==> src/rtl/stream_rr_arbiter.sv <==
// Purpose : round-robin share of one registered valid/ready output among N sources,
//           each grant held for at most BEATS beats before re-arbitration.
// Latency : one cycle from upstream accept to oValid_BM/oData_BM; one idle
//           arbitration cycle between grants.
// Backpressure: iReady_BM low with a beat held stalls the granted source
//           (oReady_AM all zero) without ending its grant; nothing is dropped.
//
// Ports:
//   iCLK, iRST           clock (posedge) and async active-high reset
//   iValid_AM/oReady_AM  per-requester handshake; at most one ready bit high
//   iData_AM             requester k data at [k*WIDTH +: WIDTH]
//   oValid_BM/iReady_BM  downstream handshake, valid and data registered
//   oData_BM             downstream data
//   oGrant               current/last granted requester (round-robin pointer)
//   oBusy                high while a grant is active
module stream_rr_arbiter #(
    parameter int N     = 4,
    parameter int WIDTH = 8,
    parameter int BEATS = 4
) (
    input  logic                 iCLK,
    input  logic                 iRST,
    input  logic [N-1:0]         iValid_AM,
    output logic [N-1:0]         oReady_AM,
    input  logic [N*WIDTH-1:0]   iData_AM,
    output logic                 oValid_BM,
    input  logic                 iReady_BM,
    output logic [WIDTH-1:0]     oData_BM,
    output logic [$clog2(N)-1:0] oGrant,
    output logic                 oBusy
);

    localparam int GW = $clog2(N);
    localparam int CW = $clog2(BEATS + 1);

    typedef enum logic {
        IDLE  = 1'b0,
        GRANT = 1'b1
    } state_t;

    state_t        state;
    logic [CW-1:0] beatCnt;
    logic          outFree;
    logic          accept;
    logic          lastBeat;
    logic          pickVld;
    logic [GW-1:0] pickIdx;

    // The output register can take a new beat when empty or being drained.
    assign outFree  = !oValid_BM || iReady_BM;
    assign oBusy    = (state == GRANT);
    assign accept   = iValid_AM[oGrant] && oReady_AM[oGrant];
    assign lastBeat = (beatCnt == CW'(BEATS - 1));

    // Ready depends only on registered state and iReady_BM, never on iValid_AM.
    always_comb begin
        oReady_AM = '0;
        if ((state == GRANT) && outFree) begin
            oReady_AM[oGrant] = 1'b1;
        end
    end

    // Round-robin search: first valid strictly above the pointer, otherwise
    // the lowest valid overall (wrap). The pointer itself is checked last.
    always_comb begin
        pickVld = 1'b0;
        pickIdx = oGrant;
        for (int k = 0; k < N; k++) begin
            if (!pickVld && iValid_AM[GW'(k)] && (GW'(k) > oGrant)) begin
                pickVld = 1'b1;
                pickIdx = GW'(k);
            end
        end
        for (int k = 0; k < N; k++) begin
            if (!pickVld && iValid_AM[GW'(k)]) begin
                pickVld = 1'b1;
                pickIdx = GW'(k);
            end
        end
    end

    always_ff @(posedge iCLK or posedge iRST) begin
        if (iRST) begin
            state     <= IDLE;
            oValid_BM <= 1'b0;
            oData_BM  <= '0;
            oGrant    <= GW'(N - 1);
            beatCnt   <= '0;
        end else begin
            // Output stage: load on accept, otherwise empty when drained.
            if (accept) begin
                oValid_BM <= 1'b1;
                oData_BM  <= iData_AM[oGrant*WIDTH +: WIDTH];
            end else if (iReady_BM) begin
                oValid_BM <= 1'b0;
            end

            case (state)
                IDLE: begin
                    beatCnt <= '0;
                    if (pickVld) begin
                        oGrant <= pickIdx;
                        state  <= GRANT;
                    end
                end
                GRANT: begin
                    if (accept) begin
                        beatCnt <= beatCnt + 1'b1;
                        if (lastBeat) begin
                            state <= IDLE;
                        end
                    end else if (outFree && !iValid_AM[oGrant]) begin
                        // Granted source went idle while it could have sent.
                        state <= IDLE;
                    end
                end
                default: state <= IDLE;
            endcase
        end
    end

endmodule

==> config.mk <==
export PLATFORM = sky130hd
export DESIGN_NAME = stream_rr_arbiter
export DESIGN_NICKNAME = d
export VERILOG_FILES = /design/src/rtl/stream_rr_arbiter.sv
export SDC_FILE = /design/constraint.sdc
export NUM_CORES = 1
export LEC_CHECK = 0
export ABC_AREA = 1
export BUFFER_PORTS_ARGS = -buffer_cell sky130_fd_sc_hd__buf_4
export CAP_MARGIN = 5
export CORE_UTILIZATION = 46
export DETAILED_ROUTE_END_ITERATION = 6
export GPL_TIMING_DRIVEN = 0
export PLACE_DENSITY_LB_ADDON = 0.15
export SYNTH_ARGS = -nofsm -noshare
export SYNTH_HDL_FRONTEND = slang
export SYNTH_SLANG_ARGS = --single-unit
==> constraint.sdc <==
create_clock -name iCLK -period 3.8 [get_ports iCLK]
set_clock_uncertainty 0.2 [all_clocks]
set_input_delay 0.38 -clock iCLK [delete_from_list [all_inputs] [get_ports iCLK]]
set_output_delay 0.38 -clock iCLK [all_outputs]
set_load 0.05 [all_outputs]
==> impl_metrics.csv <==
group,metric,value,unit
run_status,status,"finished, final reports clean",
synthesis,mappedNetlistArea,975,um^2
routing,first_iter_violations,20,
power,power,1.10,mW
global_route,grt_usage,0.265,
global_route,grt.met3_usage,0.0604,
global_route,grt_use_met1,0.285,
sta,maxSlewHeadroom,0.622,
sta,post-route-period-util,0.579,
setup_path,critPathKind,"register to output pin",
synthesis,ys_types,21,
setup_path,cp_max_fo,10,
routing,vias,1179,
synthesis,yosys_warnings,0,
synthesis,syn_nets,175,
final_layout,drive_gt1_frac,0.378,
run,maxCapViolations,0,
placed_design,dp_slack,1.92,ns
setup_path,cp-end-kind,"output pin",
min_path,hp-class,"input port to register",
final_layout,nets,235,
routing,ant_nets,0,
synthesis,synth_area_per_cell,7.27,um^2
sta,clock.fmax,0.455,GHz
sta,tightest_slew,0.567,ns
die,start_util,0.492,
synthesis,synth_top_area_share,0.334,
die,die_h,48.0,um
global_route,antenna_found_initial,0,
final_layout,area_delta_synth_final,48.8,%
setup_path,reg2reg_slack,2.17,ns
power,power_leakage,0.773,nW
setup_path,crit_required,3.22,ns
clock_network,clockBufferDepth,2,
clock_network,clk_pin_slew_worst_paths,0.09,ns
clock_network,h-tree-depth,1,
placed_design,dp_hpwl,2280,um
final_layout,nFillCells,168,
sta,setup_tns,0,ns
routing,dr.pass1.iters,4,
sta,setup_viol,0,
final_layout,regArea,378,um^2
clock_network,cts_sinks,15,
global_route,grt_pass1_vias,1080,
sta,setup_ws,1.60,ns
sta,rsz0062_at_grt,"false",
global_route,grt_max_degree,16,
clock_network,cts_tree,"done",
global_route,busiest_layer,"met2",
routing,totalWireLength,2910,um
synthesis,synthCells,134,
die,ios,55,
synthesis,ys_seq_area_frac,0.388,
synthesis,ys_ff_latch,15,
clock_network,insertion_delay,0.28,ns
setup_path,critPathLaunchType,"register",
clock_network,cts_made_buffers,3,
die,dieArea,0.00231,mm^2
routing,vias_per_cell,5.36,
final_layout,n_antenna_cell,0,
die,placementRows,16,
routing,drcViolationCount,0,
sta,layout_min_cycle_time,2.20,ns
setup_path,arrival,1.62,ns
final_layout,multi_input_area,500,um^2
power,peakVddDrop,0.531,mV
synthesis,synth.area.top_cells,"dfrtp_1, nand3_1, nand2_1",
sta,hold_viol,0,
global_route,use_met2,0.514,
placed_design,port_buffers,54,
global_route,overflow,0,
die,core_area,0.00198,mm^2
clock_network,ctsRootBufferMaster,"clkbuf_4",
synthesis,yosys.area.top_type,"dfrtp_1",
routing,avgRoutedWirePerCell,13.2,um
power,power_density,759,mW/mm^2
die,fp.dieW,48.0,um
sta,final_max_slew_viol_count,0,
clock_network,cts_resized,0,
placed_design,globalplace.congestion,0.787,
global_route,grt_pass1_wl,4240,um
## metal layers
| metal | vias up | share of wire |
|---|---|---|
| li1 | 571 | - |
| met1 | 559 | 0.40 |
| met2 | 45 | 0.54 |
| met3 | 4 | 0.047 |
| met4 | 0 | 0.0086 |
| met5 | - | 0 |
## sequential cells by signal, indices dropped and copies added (netlist names)
register and count:
oData_BM 8, beatCnt 3, oGrant 2, oBusy 1, oValid_BM 1
## what timing repair did
action                                 4_1_cts  5_1_grt
hold buffers                                 1        0
endpoints found under the hold margin       13        0
buffers inserted                             0        0
## area by class of cell
cell class,instances,area share
Multi-Input combinational cell,101,0.345
Timing Repair Buffer,55,0.286
Sequential cell,15,0.261
Buffer,9,0.0431
Inverter,9,0.0233
Tap cell,27,0.0233
Clock buffer,4,0.0181
## per-stage QoR
step,area [um^2],std cells,util,hold WS [ns]
floorplan,975,134,-,0.0800
global placement,1410,215,0.713,0.261
detailed placement,1410,215,0.713,0.271
CTS,1450,220,0.732,0.163
global route,1450,220,0.732,0.181
finish,1450,220,0.732,0.167
## cells by family (layout without fill, tap and decap cells)
kind of cell	Yosys count	after routing	synth area share
buf+inv	18	77	0.0989
fa+ha+maj	2	2	0.0257
simple gates	95	95	0.454
compound gates	4	4	0.0334
flops	15	15	0.388
## synth_stat cells
cell / number
nand2_1: 39
nand3_1: 36
dfrtp_1: 13
nand4_1: 8
inv_1: 7
buf_4: 5
nor3_1: 5
buf_2: 2
dfstp_2: 2
ha_1: 2
inv_2: 2
nand2_2: 2
nand3b_1: 2
nor2_1: 2
a21oi_1: 1
a21oi_4: 1
buf_6: 1
clkbuf_1: 1
nor2_2: 1
o21ai_0: 1
o22ai_1: 1
## worst paths after layout
check,endpoint,from,depth (start not counted)
max,oReady_AM[3],oGrant[0],4
min,oGrant[0],iValid_AM[1],3
max reg2reg,oData_BM[6],oGrant[1],6
min reg2reg,oData_BM[0],oData_BM[0],2
max in group asynchronous,oData_BM[7],iRST,3
min in group asynchronous,oData_BM[5],iRST,3
## worst max-delay path, cell delays in order (launching register included)
cell and delay [ns]:
dfstp_2 0.58, inv_2 0.06, clkbuf_1 0.23, nor3_1 0.24
buf_4 0.23
## where the power goes
group          switching, mW  internal, mW
combinational          0.491         0.237
clock                 0.0479        0.0407
sequential            0.0544         0.230
## cells in the final DEF, fill, tap and decap left out
| master | count |
|---|---|
| buf_2 | 2 |
| nor3_1 | 5 |
| nand3b_1 | 2 |
| clkbuf_1 | 2 |
| clkbuf_4 | 3 |
| nand3_1 | 36 |
| nand2_1 | 39 |
| inv_1 | 7 |
| nand2_2 | 2 |
| o22ai_1 | 1 |
| buf_4 | 59 |
| o21ai_0 | 1 |
| nand4_1 | 8 |
| dfrtp_1 | 13 |
| inv_2 | 2 |
| dfstp_2 | 2 |
| nor2_2 | 1 |
| nor2_1 | 2 |
| buf_6 | 1 |
| a21oi_1 | 1 |
| ha_1 | 2 |
| dlygate4sd3_1 | 1 |
| a21oi_4 | 1 |
No activity file was read; power rests on OpenSTA's default activity.
